--- src/rtl/laser_hit_scorer_pkg.sv ---
// Shared widths, state encoding and point type for the laser hit scorer.
package laser_pkg;

  localparam int unsigned COORD_W   = 4;
  localparam int unsigned NUM_PTS   = 40;
  localparam int unsigned RADIUS_SQ = 16;
  localparam int unsigned CNT_W     = 6;

  typedef logic [2:0] state_t;

  localparam state_t ST_IDLE   = 3'd0;
  localparam state_t ST_LOAD   = 3'd1;
  localparam state_t ST_WAIT   = 3'd2;
  localparam state_t ST_SCORE  = 3'd3;
  localparam state_t ST_REPORT = 3'd4;

  typedef struct packed {
    logic [COORD_W-1:0] x;
    logic [COORD_W-1:0] y;
  } point_t;

endpackage

--- src/rtl/laser_hit_scorer_if.sv ---
// Point stream, placement centres and score results between harness and scorer.
interface laser_hit_scorer_if;
  import laser_pkg::*;

  logic               start;
  logic [COORD_W-1:0] x;
  logic [COORD_W-1:0] y;
  logic               done_in;
  logic [COORD_W-1:0] c1x;
  logic [COORD_W-1:0] c1y;
  logic [COORD_W-1:0] c2x;
  logic [COORD_W-1:0] c2y;
  logic               busy;
  logic               valid;
  logic [CNT_W-1:0]   hit_cnt;
  logic [CNT_W-1:0]   ovl_cnt;

  modport master (
    output start, x, y, done_in, c1x, c1y, c2x, c2y,
    input  busy, valid, hit_cnt, ovl_cnt
  );

  modport slave (
    input  start, x, y, done_in, c1x, c1y, c2x, c2y,
    output busy, valid, hit_cnt, ovl_cnt
  );

endinterface

--- src/rtl/laser_hit_scorer_dist_chk.sv ---
// Combinational test of whether a point lies within RADIUS_SQ of a centre.
module laser_dist_chk
  import laser_pkg::*;
(
  input  point_t centre,
  input  point_t point,
  output logic   in_circle
);

  logic [COORD_W-1:0]   dx;
  logic [COORD_W-1:0]   dy;
  logic [2*COORD_W-1:0] dx2;
  logic [2*COORD_W-1:0] dy2;
  logic [2*COORD_W:0]   d;

  // Absolute differences ordered to avoid modular wrap.
  assign dx  = (centre.x >= point.x) ? (centre.x - point.x) : (point.x - centre.x);
  assign dy  = (centre.y >= point.y) ? (centre.y - point.y) : (point.y - centre.y);
  assign dx2 = (2*COORD_W)'(dx) * (2*COORD_W)'(dx);
  assign dy2 = (2*COORD_W)'(dy) * (2*COORD_W)'(dy);
  assign d   = (2*COORD_W+1)'(dx2) + (2*COORD_W+1)'(dy2);

  assign in_circle = (d <= (2*COORD_W+1)'(RADIUS_SQ));

endmodule

--- src/rtl/laser_hit_scorer.sv ---
// Captures a frame of points and scores union/overlap coverage of two placed circles.
module laser_hit_scorer
  import laser_pkg::*;
#(
  parameter int unsigned PTS_PER_CYC = 4
) (
  input  logic               clk,
  input  logic               rst_n,
  laser_hit_scorer_if.slave  bus
);

  localparam int unsigned NUM_GRP = (NUM_PTS + PTS_PER_CYC - 1) / PTS_PER_CYC;
  localparam int unsigned IDX_W   = $clog2(NUM_PTS);
  localparam int unsigned GRP_W   = $clog2(NUM_GRP + 1);

  state_t             state_q, state_d;
  logic [IDX_W-1:0]   idx_q;
  logic [IDX_W-1:0]   wr_idx;
  logic [GRP_W-1:0]   grp_q;
  point_t             pts_q [NUM_PTS];
  point_t             c1_q, c2_q;
  logic [CNT_W-1:0]   hit_acc, ovl_acc;
  logic [CNT_W-1:0]   grp_hit, grp_ovl;
  logic [PTS_PER_CYC-1:0] in1, in2;

  logic store_pt, latch_c, score_en, last_grp;
  logic busy_d, valid_d;

  assign last_grp = (grp_q == GRP_W'(NUM_GRP - 1));
  assign wr_idx   = (state_q == ST_IDLE) ? '0 : idx_q;

  always_ff @(posedge clk or negedge rst_n) begin
    if (!rst_n) state_q <= ST_IDLE;
    else        state_q <= state_d;
  end

  always_comb begin
    state_d = state_q;
    case (state_q)
      ST_IDLE:   if (bus.start) state_d = ST_LOAD;
      ST_LOAD:   if (idx_q == IDX_W'(NUM_PTS - 1)) state_d = ST_WAIT;
      ST_WAIT:   if (bus.done_in) state_d = ST_SCORE;
      ST_SCORE:  if (last_grp) state_d = ST_REPORT;
      ST_REPORT: state_d = ST_IDLE;
      default:   state_d = ST_IDLE;
    endcase
  end

  always_comb begin
    store_pt = ((state_q == ST_IDLE) && bus.start) || (state_q == ST_LOAD);
    latch_c  = (state_q == ST_WAIT) && bus.done_in;
    score_en = (state_q == ST_SCORE);
    busy_d   = (state_d != ST_IDLE);
    valid_d  = (state_d == ST_REPORT);
  end

  // One lane per point scored in a cycle; lanes past the last point are masked.
  for (genvar l = 0; l < PTS_PER_CYC; l++) begin : g_lane
    logic [IDX_W:0] li;
    logic           ok;
    point_t         pt;
    logic           i1, i2;

    assign li = (IDX_W+1)'(32'(grp_q) * PTS_PER_CYC + l);
    assign ok = (li < (IDX_W+1)'(NUM_PTS));
    assign pt = ok ? pts_q[li[IDX_W-1:0]] : '0;

    laser_dist_chk u_chk1 (.centre(c1_q), .point(pt), .in_circle(i1));
    laser_dist_chk u_chk2 (.centre(c2_q), .point(pt), .in_circle(i2));

    assign in1[l] = ok & i1;
    assign in2[l] = ok & i2;
  end

  always_comb begin
    grp_hit = '0;
    grp_ovl = '0;
    for (int i = 0; i < PTS_PER_CYC; i++) begin
      grp_hit = grp_hit + CNT_W'(in1[i] | in2[i]);
      grp_ovl = grp_ovl + CNT_W'(in1[i] & in2[i]);
    end
  end

  always_ff @(posedge clk or negedge rst_n) begin
    if (!rst_n) begin
      for (int i = 0; i < NUM_PTS; i++) pts_q[i] <= '0;
      idx_q   <= '0;
      grp_q   <= '0;
      c1_q    <= '0;
      c2_q    <= '0;
      hit_acc <= '0;
      ovl_acc <= '0;
    end else begin
      if (store_pt) begin
        pts_q[wr_idx] <= {bus.x, bus.y};
        idx_q         <= wr_idx + IDX_W'(1);
      end
      if (latch_c) begin
        c1_q    <= {bus.c1x, bus.c1y};
        c2_q    <= {bus.c2x, bus.c2y};
        hit_acc <= '0;
        ovl_acc <= '0;
        grp_q   <= '0;
      end else if (score_en) begin
        hit_acc <= hit_acc + grp_hit;
        ovl_acc <= ovl_acc + grp_ovl;
        grp_q   <= grp_q + GRP_W'(1);
      end
    end
  end

  // Results are registered on entry to REPORT so they align with the valid strobe.
  always_ff @(posedge clk or negedge rst_n) begin
    if (!rst_n) begin
      bus.busy    <= 1'b0;
      bus.valid   <= 1'b0;
      bus.hit_cnt <= '0;
      bus.ovl_cnt <= '0;
    end else begin
      bus.busy  <= busy_d;
      bus.valid <= valid_d;
      if (valid_d) begin
        bus.hit_cnt <= hit_acc + grp_hit;
        bus.ovl_cnt <= ovl_acc + grp_ovl;
      end
    end
  end

endmodule

--- src/flat_wrapper.sv ---
// flat-port wrapper written by rule: the top's interface ports become plain ports
module laser_hit_scorer_flat import laser_pkg::*;
#(
  parameter int unsigned PTS_PER_CYC = 4
)
  (clk, rst_n, bus_start, bus_x, bus_y, bus_done_in, bus_c1x, bus_c1y, bus_c2x, bus_c2y, bus_busy, bus_valid, bus_hit_cnt, bus_ovl_cnt);
  laser_hit_scorer_if bus_i ();
  input  logic clk;
  input  logic rst_n;
  input wire logic [$bits(bus_i.start)-1:0] bus_start;
  input wire logic [$bits(bus_i.x)-1:0] bus_x;
  input wire logic [$bits(bus_i.y)-1:0] bus_y;
  input wire logic [$bits(bus_i.done_in)-1:0] bus_done_in;
  input wire logic [$bits(bus_i.c1x)-1:0] bus_c1x;
  input wire logic [$bits(bus_i.c1y)-1:0] bus_c1y;
  input wire logic [$bits(bus_i.c2x)-1:0] bus_c2x;
  input wire logic [$bits(bus_i.c2y)-1:0] bus_c2y;
  output wire logic [$bits(bus_i.busy)-1:0] bus_busy;
  output wire logic [$bits(bus_i.valid)-1:0] bus_valid;
  output wire logic [$bits(bus_i.hit_cnt)-1:0] bus_hit_cnt;
  output wire logic [$bits(bus_i.ovl_cnt)-1:0] bus_ovl_cnt;
  assign bus_i.start = bus_start;
  assign bus_i.x = bus_x;
  assign bus_i.y = bus_y;
  assign bus_i.done_in = bus_done_in;
  assign bus_i.c1x = bus_c1x;
  assign bus_i.c1y = bus_c1y;
  assign bus_i.c2x = bus_c2x;
  assign bus_i.c2y = bus_c2y;
  assign bus_busy = bus_i.busy;
  assign bus_valid = bus_i.valid;
  assign bus_hit_cnt = bus_i.hit_cnt;
  assign bus_ovl_cnt = bus_i.ovl_cnt;
  laser_hit_scorer #(.PTS_PER_CYC(PTS_PER_CYC)) u_core (.clk(clk), .rst_n(rst_n), .bus(bus_i));
endmodule
--- config.mk ---
export PLATFORM = sky130hd
export DESIGN_NAME = laser_hit_scorer_flat
export DESIGN_NICKNAME = d
export VERILOG_FILES = /design/src/rtl/laser_hit_scorer_pkg.sv /design/src/rtl/laser_hit_scorer_if.sv /design/src/rtl/laser_hit_scorer_dist_chk.sv /design/src/rtl/laser_hit_scorer.sv /design/src/flat_wrapper.sv
export SDC_FILE = /design/constraint.sdc
export NUM_CORES = 1
export LEC_CHECK = 0
export ABC_CLOCK_PERIOD_IN_PS = 11270
export CAP_MARGIN = 30
export CORE_ASPECT_RATIO = 0.75
export CORE_MARGIN = 3
export CORE_UTILIZATION = 45
export CTS_CLUSTER_SIZE = 10
export DETAILED_ROUTE_END_ITERATION = 10
export SLEW_MARGIN = 20
export SYNTH_ARGS = -nofsm -noshare
export SYNTH_HDL_FRONTEND = slang
export SYNTH_SLANG_ARGS = --single-unit
--- constraint.sdc ---
create_clock -name clk -period 11.27 [get_ports clk]
set_clock_uncertainty 0.1 [all_clocks]
set_input_delay 1.6905 -clock clk [delete_from_list [all_inputs] [get_ports clk]]
set_output_delay 1.6905 -clock clk [all_outputs]
set_load 0.01 [all_outputs]
==> out/results.ini <==
[global_routing]
grt_max_degree = 175
grt_pass1_wl_um = 107800
grt_pass1_vias = 18680
gr-total-overflow = 0
grt_usage = 0.2192
antenna_found_initial = 1

[synthesis]
synthesis.nets = 2741
synth_top_area_cell = dfrtp_1
synth_top_family_by_area = multiplexers
synthFlopType = dfrtp_1
seq_area_frac_synth = 0.3480
synth_compound_area_frac = 0.08937
syn-cell-area_mm2 = 0.02696
yosys.area_share.simple = 0.06793
synth_top_cells_by_area = dfrtp_1 (35%), mux2_2 (13%), ha_1 (12%)
syn_inst = 2334
async_flop_share = 1.000
synth_seq_cells = 375
synth_warnings = 0
synthXorXnorAreaFrac = 0.01169
syn_area_per_cell_um2 = 11.55
synth_fa_ha_area_frac = 0.2109
synth_edf_count = 0
synthMuxAreaShare = 0.2286
synth_top_cell_area_share = 0.3480
yosysUniqueCellTypes = 67

[clock_network]
hold_buffers = 0
post_cts_buffers = 0
cts_buffers = 44
root_buffer = clkbuf_16
cts.clk_slew.worst_paths_ns = 0.06
insertion_delay_ns = 0.57
cts_resized = 0
clk_path_buf_depth = 3
cts.htree.levels = 2
clock-sinks = 375
cts_tree = done

[layout]
drive_above_1_share = 0.2130
antenna_cells = 0
fin_cells = 3166
layout_common_cells = dfrtp_1 (372), mux2_2 (318), ha_1 (253)
nFillCells = 5162
final_common_cell = dfrtp_1
layout.nets = 2771
area_delta_synth_final_pct = 9.600

[timing]
worstMarginPinSlew_ns = 1.051
setup_viol = 0
fin_setup_tns_ns = 0
fin_hold_ws_ns = 0.3740
finalHoldViolCount = 0
max_freq_ghz = 0.09897
min_period_ns = 10.10
finalCritPeriodShare = 0.8965
finalWorstSetupSlack_ns = 1.166
drv_slew = 0
slew_headroom = 0.2991
rsz0062_at_grt = false

[setup_path]
rr_endpoint = u_core.hit_acc[4]$_DFFE_PN0P_
startpoint_type = flop
r2r_setup_slack_ns = 1.17
worstSetupEndpoint = u_core.hit_acc[4]$_DFFE_PN0P_
setup.worst_path.start = u_core.grp_q[0]$_DFFE_PN0P_
r2r_start = u_core.grp_q[0]$_DFFE_PN0P_
worstSetupPathType = reg -> reg
cp_slowest_stage_delay_ns = 0.95
crit_top_cell = fa_1
end_kind = flop
r2r_cells = 31
worstPathArrival_ns = 10.42
crit_slowest_cell = dfrtp_4
required_ns = 11.59
cp_max_fo = 41

[route]
wire_per_inst_um = 21.35
wl_met1_um = 33250
viasPerCell = 5.734
drt_iter0_drc = 1136
first_pass_iters = 5
route.vias.total = 18160
wirelength_um = 67610
dr_wl_met3_um = 4356
met2WireLength_um = 28470
postRouteAntennaNets = 0
route.top_layer_used = met4
drc = 0

[floorplan]
die_w_um = 288.7
die_h_um = 218.0
rows = 77
initial_core_util = 0.4566
core_area_mm2 = 0.05906
die_area_mm2 = 0.06293
ios = 42

[placement]
gp_congestion = 0.8620
post-place-ws_ns = 1.156
io_buffers = 41
dp_hpwl_um = 49480
place_inst = 3105

[flow_run]
drv_cap = 0

[min_path]
hold_class = reg -> reg
hold_depth = 2

[status]
status = finished clean

## logic make-up (layout without fill, tap and decap cells)
logic type	count (synthesis)	after routing
multiplexers	495	495
AND/OR/NAND/NOR	380	380
adder cells (fa/ha/maj)	379	379
flip-flops	375	375
AO/OA/AOI/OAI	370	370
buffers and inverters	299	341
XOR/XNOR	36	36
## area by class of cell
| type | instances | area (um2) | area share |
|---|---|---|---|
| clock buffer | 56 | 1227 | 0.04153 |
| clock inverter | 2 | 40.04 | 0.001355 |
| inverter | 211 | 792.0 | 0.02680 |
| multi-input combinational | 1660 | 16420 | 0.5557 |
| sequential | 375 | 9390 | 0.3177 |
| tap | 790 | 988.4 | 0.03345 |
| timing repair buffer | 72 | 693.2 | 0.02345 |
## flip-flops by register name (all words and copies together), names as in the netlist
name and flops:
u_core.pts_q 320, u_core.c1_q 8, u_core.c2_q 8, u_core.bus.hit_cnt 6, u_core.bus.ovl_cnt 6, u_core.hit_acc 6
u_core.idx_q 6, u_core.ovl_acc 6, u_core.grp_q 4, u_core.state_q 3, u_core.bus.busy 1, u_core.bus.valid 1
## cell usage after synthesis (56+ instances only)
cell and n:
a21oi_1 95, clkbuf_1 56, dfrtp_1 375, fa_1 126, ha_1 253, inv_1 211
mux2_2 318, mux2i_1 104, mux4_2 64, nand2_1 130, nor2_1 111, o21ai_0 82
## worst min path at each step
stage	startpoint	endpoint	slack (ns)
global placement	u_core.bus.ovl_cnt[0]$_DFFE_PN0P_	u_core.bus.ovl_cnt[0]$_DFFE_PN0P_	0.36
detailed placement	u_core.bus.ovl_cnt[0]$_DFFE_PN0P_	u_core.bus.ovl_cnt[0]$_DFFE_PN0P_	0.37
CTS	u_core.bus.ovl_cnt[0]$_DFFE_PN0P_	u_core.bus.ovl_cnt[0]$_DFFE_PN0P_	0.38
finish	u_core.bus.ovl_cnt[0]$_DFFE_PN0P_	u_core.bus.ovl_cnt[0]$_DFFE_PN0P_	0.37
global route	u_core.pts_q[223]$_DFFE_PN0P_	u_core.pts_q[223]$_DFFE_PN0P_	0.40
floorplan	u_core.pts_q[222]$_DFFE_PN0P_	u_core.pts_q[222]$_DFFE_PN0P_	0.36
## per-stage QoR
step	area, um2	util
6_report	29550	0.5004
5_1_grt	29550	0.5004
4_1_cts	29510	0.4997
3_5_place_dp	28240	0.4782
3_3_place_gp	28220	0.4778
2_1_floorplan	26960	-
## critical path: cells and delay by family, from the launching register on
kind | cells | cell delay, ns
flip-flops | 1 | 0.95
XOR/XNOR | 3 | 0.69
AND/OR/NAND/NOR | 4 | 0.60
adder cells (fa/ha/maj) | 10 | 4.50
AO/OA/AOI/OAI | 6 | 1.33
buffers and inverters | 5 | 0.60
multiplexers | 3 | 1.09
## per-layer routing
| metal | GRT usage | vias up |
|---|---|---|
| met3 | 0.05089 | 97 |
| li1 | - | 8263 |
| met2 | 0.3200 | 426 |
| met5 | 0 | - |
| met4 | 0.05289 | 0 |
| met1 | 0.3291 | 9369 |
Power is not shown: default switching activity piles up to over one toggle a cycle in this logic, so the estimate is an artifact.
==> RTL change 1, RTL diff (same flow settings) <==
Reset style: synchronous (`rst_n`), changed in 3 clocked blocks.
--- a/src/rtl/laser_hit_scorer.sv
+++ b/src/rtl/laser_hit_scorer.sv
@@ -31,3 +31,3 @@
 
-  always_ff @(posedge clk or negedge rst_n) begin
+  always_ff @(posedge clk) begin
     if (!rst_n) state_q <= ST_IDLE;
@@ -83,3 +83,3 @@
 
-  always_ff @(posedge clk or negedge rst_n) begin
+  always_ff @(posedge clk) begin
     if (!rst_n) begin
@@ -112,3 +112,3 @@
   // Results are registered on entry to REPORT so they align with the valid strobe.
-  always_ff @(posedge clk or negedge rst_n) begin
+  always_ff @(posedge clk) begin
     if (!rst_n) begin
Formal check against the unedited RTL: differs if rst_n is asserted again (counterexample within 4 cycles, from zero or initial values and one cycle with rst_n low); with rst_n held inactive, the same outputs for 4 cycles.
==> RTL change 1 against the unedited design <==
Critical path type unchanged; wire length grew 16%; design area grew 9.6%; worst setup slack lost 70 ps; synthesized area grew 9.5%; sequential cell count grew 52; critical endpoint is now u_core.hit_acc[4]$_SDFFE_PP0N_; worst hold slack gained 15 ps.
Power is left out: it rests on default switching activity, and per cell area and clock period it moved more than threefold.
==> RTL change 1: results (changes against the unedited design) <==
Area contributors post-synth - edfxtp_1 (37%), ha_1 (11%), fa_1 (8.5%)
Initial antenna violation count - 0 (-1)
Worst r2r src - u_core.grp_q[0]$_SDFFE_PP0N_
RD Place Congestion - 0.923 (+7.1%)
Total wire length - 78.3 mm (+16%)
WHS - 389 ps (+15.0 ps)
RR Endpoint - u_core.hit_acc[4]$_SDFFE_PP0N_
Leading registers by flop count - u_core.pts_q: 368 flops, u_core.c1_q: 8 flops, u_core.c2_q: 8 flops
GRT Util Overall - 23.0% (+1.1 points)
Top_reg_cell synth - edfxtp_1
Final #Nets - 3,082 (+11%)
Placed cell area - 31,000 um2 (+9.6%)
Multi-input gate area - 15,900 um2 (-3.4%)
Ratio of cells with drive above 1 in the final layout - 9.94% (-11 points)
Worst-skew pair later-pin latency - 600 ps (+30 ps)
Setup slack, reg-to-reg - 1100 ps (-70 ps)
Synth Net Count - 3,042 (+11%)
Outcome - finished clean
Slowest-stage cell, CP - dfxtp_4
Vias per cell - 5.61 (-2.2%)
Initial drt markers - 1,676 (+48%)
End of the worst hold path - u_core.hit_acc[0]$_SDFFE_PP0N_
Most frequent cells after synthesis - edfxtp_1 (368), and2_1 (337), ha_1 (253)
Post-synthesis sequential area ratio - 41.4% (+6.6 points)
Wire length of the first global-routing pass - 122 mm (+13%)
Worst hold start - u_core.hit_acc[0]$_SDFFE_PP0N_
Relative slew slack - 24.7% (-5.3 points)
CP peak stage delay - 890 ps (-60 ps)
CP Max Fanout - 43 (+4.9%)
Worst R2R Path Depth - 26 (-16%)
Number of global-route vias before repair - 20,100 (+7.7%)
Dpl hpwl - 58.6 mm (+18%)
Fill cells - 5,692 (+10%)
==> RTL change 1: changes by cell type after synthesis, moves of 19 or more <==
cell	delta
dfrtp_1	-375
edfxtp_1	+368
and2_1	+329
mux2_2	-291
nor2_1	+69
dfxtp_1	+59
a21oi_1	+46
inv_1	+28
a21boi_0	+22
nand2_1	-20
clkbuf_1	+19
==> RTL change 1: per-stage QoR <==
step,setup WS (ps),cells
after CTS,1080,3566
after global routing,612,3566
after global placement,1110,3472
after floorplan,2220,2635
after detailed placement,1130,3485
final,1100,3568
==> RTL change 1: per-layer routing <==
layer,track usage [%],up-vias,part of all wire (%)
met3,5.09,83,8.6
met1,36.0,9972,48
met4,3.78,0,1.4
met2,32.9,657,42
li1,-,9289,-
met5,0,-,0
==> RTL change 1: cell type report <==
cell class | count | share of cell area, %
Multi-Input combinational cell | 1854 | 49.0
Sequential cell | 427 | 37.8
Clock buffer | 76 | 4.16
Tap cell | 861 | 3.33
Inverter | 239 | 2.77
Timing Repair Buffer | 104 | 2.71
Clock inverter | 5 | 0.213
Antenna cell | 2 | 0.0155
==> RTL change 1: worst max-delay path by stage <==
| stage | start | to | slack (ps) | cells after the start |
|---|---|---|---|---|
| 2_1_floorplan | u_core.grp_q[0]$_SDFFE_PP0N_ | u_core.ovl_acc[4]$_SDFFE_PP0N_ | 2220 | 31 |
| 3_3_place_gp | u_core.grp_q[0]$_SDFFE_PP0N_ | u_core.ovl_acc[4]$_SDFFE_PP0N_ | 1110 | 26 |
| 3_5_place_dp | u_core.grp_q[0]$_SDFFE_PP0N_ | u_core.hit_acc[4]$_SDFFE_PP0N_ | 1130 | 28 |
| 4_1_cts | u_core.grp_q[0]$_SDFFE_PP0N_ | u_core.hit_acc[4]$_SDFFE_PP0N_ | 1080 | 26 |
| 5_1_grt | u_core.grp_q[0]$_SDFFE_PP0N_ | u_core.ovl_acc[4]$_SDFFE_PP0N_ | 610 | 29 |
| 6_report | u_core.grp_q[0]$_SDFFE_PP0N_ | u_core.hit_acc[4]$_SDFFE_PP0N_ | 1100 | 26 |
==> RTL change 1: cell families (layout without fill, tap and decap cells) <==
logic type,after synthesis,in the layout,share of synthesized area [%]
AOI/OAI and AO/OA,455,455,9.73
xor gates and xnor gates,36,36,1.07
adders and majority gates,379,379,19.3
buffers and inverters,354,424,4.86
DFF,427,427,41.4
muxes,178,178,8.86
other,0,2,0
and+or+nand+nor,806,806,14.8
==> RTL change 2, RTL diff (config.mk and constraints unchanged) <==
Made on the original files. Change the package constant `CNT_W` from 6 to 12.
--- a/src/rtl/laser_hit_scorer_pkg.sv
+++ b/src/rtl/laser_hit_scorer_pkg.sv
@@ -6,3 +6,3 @@
   localparam int unsigned RADIUS_SQ = 16;
-  localparam int unsigned CNT_W     = 6;
+  localparam int unsigned CNT_W     = 12;
 
Ports: changed (resized bus_hit_cnt and bus_ovl_cnt); port bits go from 42 to 54. The function was not compared with the original's and may differ.
==> RTL change 2 against the unedited design <==
Sequential share of layout area grew 0.58 points; sequential cell count up 24; worst setup slack lost 180 ps; synthesized area is 4.4% higher; critical path depth increased by 2; wire length rose by 3.4%; design area is 4.5% higher; die area increased by 4.3%; critical path type unchanged; largest cell class unchanged; highest routed layer unchanged.
Power is left out: the tool's default activity adds up to more than one toggle a clock period on the data nets, which glitch-free logic cannot reach.
==> RTL change 2: results (changes against the unedited design) <==
Outcome - finished clean
Initial antenna violation count - 3 (+2)
I/O Buffers - 53 (+29%)
Placed Cells - 3,241 (+4.4%)
WHS - 397 ps (+22.5 ps)
Post-synthesis sequential area ratio - 35.5% (+0.65 points)
Dpl hpwl - 51.7 mm (+4.6%)
RD Place Congestion - 0.898 (+4.1%)
Worst-skew pair later-pin latency - 600 ps (+30 ps)
CP Max Fanout - 29 (-29%)
Area contributors post-synth - dfrtp_1 (35%), mux2_2 (13%), ha_1 (11%)
Initial drt markers - 1,185 (+4.3%)
Num CTS Buffers - 46 (+4.5%)
Most frequent cells after synthesis - dfrtp_1 (399), mux2_2 (330), ha_1 (253)
Worst R2R Path Depth - 33 (+6.5%)
Cells after Synth - 2,452 (+5.1%)
Vias per cell - 5.75 (+0.20%)
Post-DR wirelength/cell - 21.2 um (-0.73%)
RR Endpoint - u_core.hit_acc[8]$_DFFE_PN0P_
Worst hold stages - 1 (-1)
Setup slack, reg-to-reg - 980 ps (-180 ps)
Number of global-route vias before repair - 19,700 (+5.4%)
Total wire length - 69.9 mm (+3.4%)
Fill cells - 5,368 (+4.0%)
End of the worst hold path - u_core.pts_q[115]$_DFFE_PN0P_
CP peak stage delay - 800 ps (-150 ps)
Largest net degree at the start of global routing - 173 (-1.1%)
Worst hold start - u_core.pts_q[115]$_DFFE_PN0P_
GRT Util Overall - 21.6% (-0.30 points)
RTL change 2: cell types whose count changed in the layout (fill, tap and decap cells not counted), moves of 11 or more:
cell / delta
a21oi_1: +27
clkdlybuf4s50_1: +12
dfrtp_1: +25
mux2_2: +12
nand2_1: -16
nor2_1: +11
xnor2_1: +11
RTL change 2: cell type report:
cell class	instances	area share, %
clock buffer	51	3.79
clock inverter	5	0.300
inverter	219	2.66
multi-input combinational	1740	54.9
sequential	399	32.4
tap	800	3.24
timing repair buffer	85	2.72
RTL change 2: metrics by stage:
stage               cell area, um2  worst slack, ps
global placement             29600             1120
detailed placement           29600              907
CTS                          30800              896
global route                 30900              331
floorplan                    28200             2200
finish                       30900              983
RTL change 2: worst max path at each step:
| stage | start | endpoint |
|---|---|---|
| finish | u_core.grp_q[0]$_DFFE_PN0P_ | u_core.hit_acc[8]$_DFFE_PN0P_ |
| global route | u_core.grp_q[0]$_DFFE_PN0P_ | u_core.hit_acc[8]$_DFFE_PN0P_ |
| CTS | u_core.grp_q[0]$_DFFE_PN0P_ | u_core.ovl_acc[8]$_DFFE_PN0P_ |
| detailed placement | u_core.grp_q[0]$_DFFE_PN0P_ | u_core.hit_acc[8]$_DFFE_PN0P_ |
| global placement | u_core.grp_q[0]$_DFFE_PN0P_ | u_core.hit_acc[10]$_DFFE_PN0P_ |
| floorplan | u_core.grp_q[1]$_DFFE_PN0P_ | u_core.hit_acc[10]$_DFFE_PN0P_ |
RTL change 2: kinds of logic after synthesis:
group | synth area share (%)
AOI/OAI and AO/OA | 9.38
xor gates and xnor gates | 1.31
adders and majority gates | 20.2
buffers and inverters | 4.35
DFF | 35.5
muxes | 21.9
and+or+nand+nor | 7.41
RTL change 2: critical path, delay by kind of cell, from the launching register on:
| kind | cells | cell delay (ps) |
|---|---|---|
| fa+ha+maj | 10 | 4480 |
| compound gates | 9 | 1750 |
| simple gates | 6 | 1230 |
| buf+inv | 5 | 860 |
| flops | 1 | 800 |
| mux | 2 | 730 |
| xor+xnor | 1 | 180 |
RTL change 2: per-layer routing:
layer	up-vias	global-route usage [%]	wire (um)
met1	9765	31.3	33200
met2	384	33.6	31600
met4	0	4.65	1270
li1	8725	-	-
met5	-	0	0
met3	82	4.44	3870
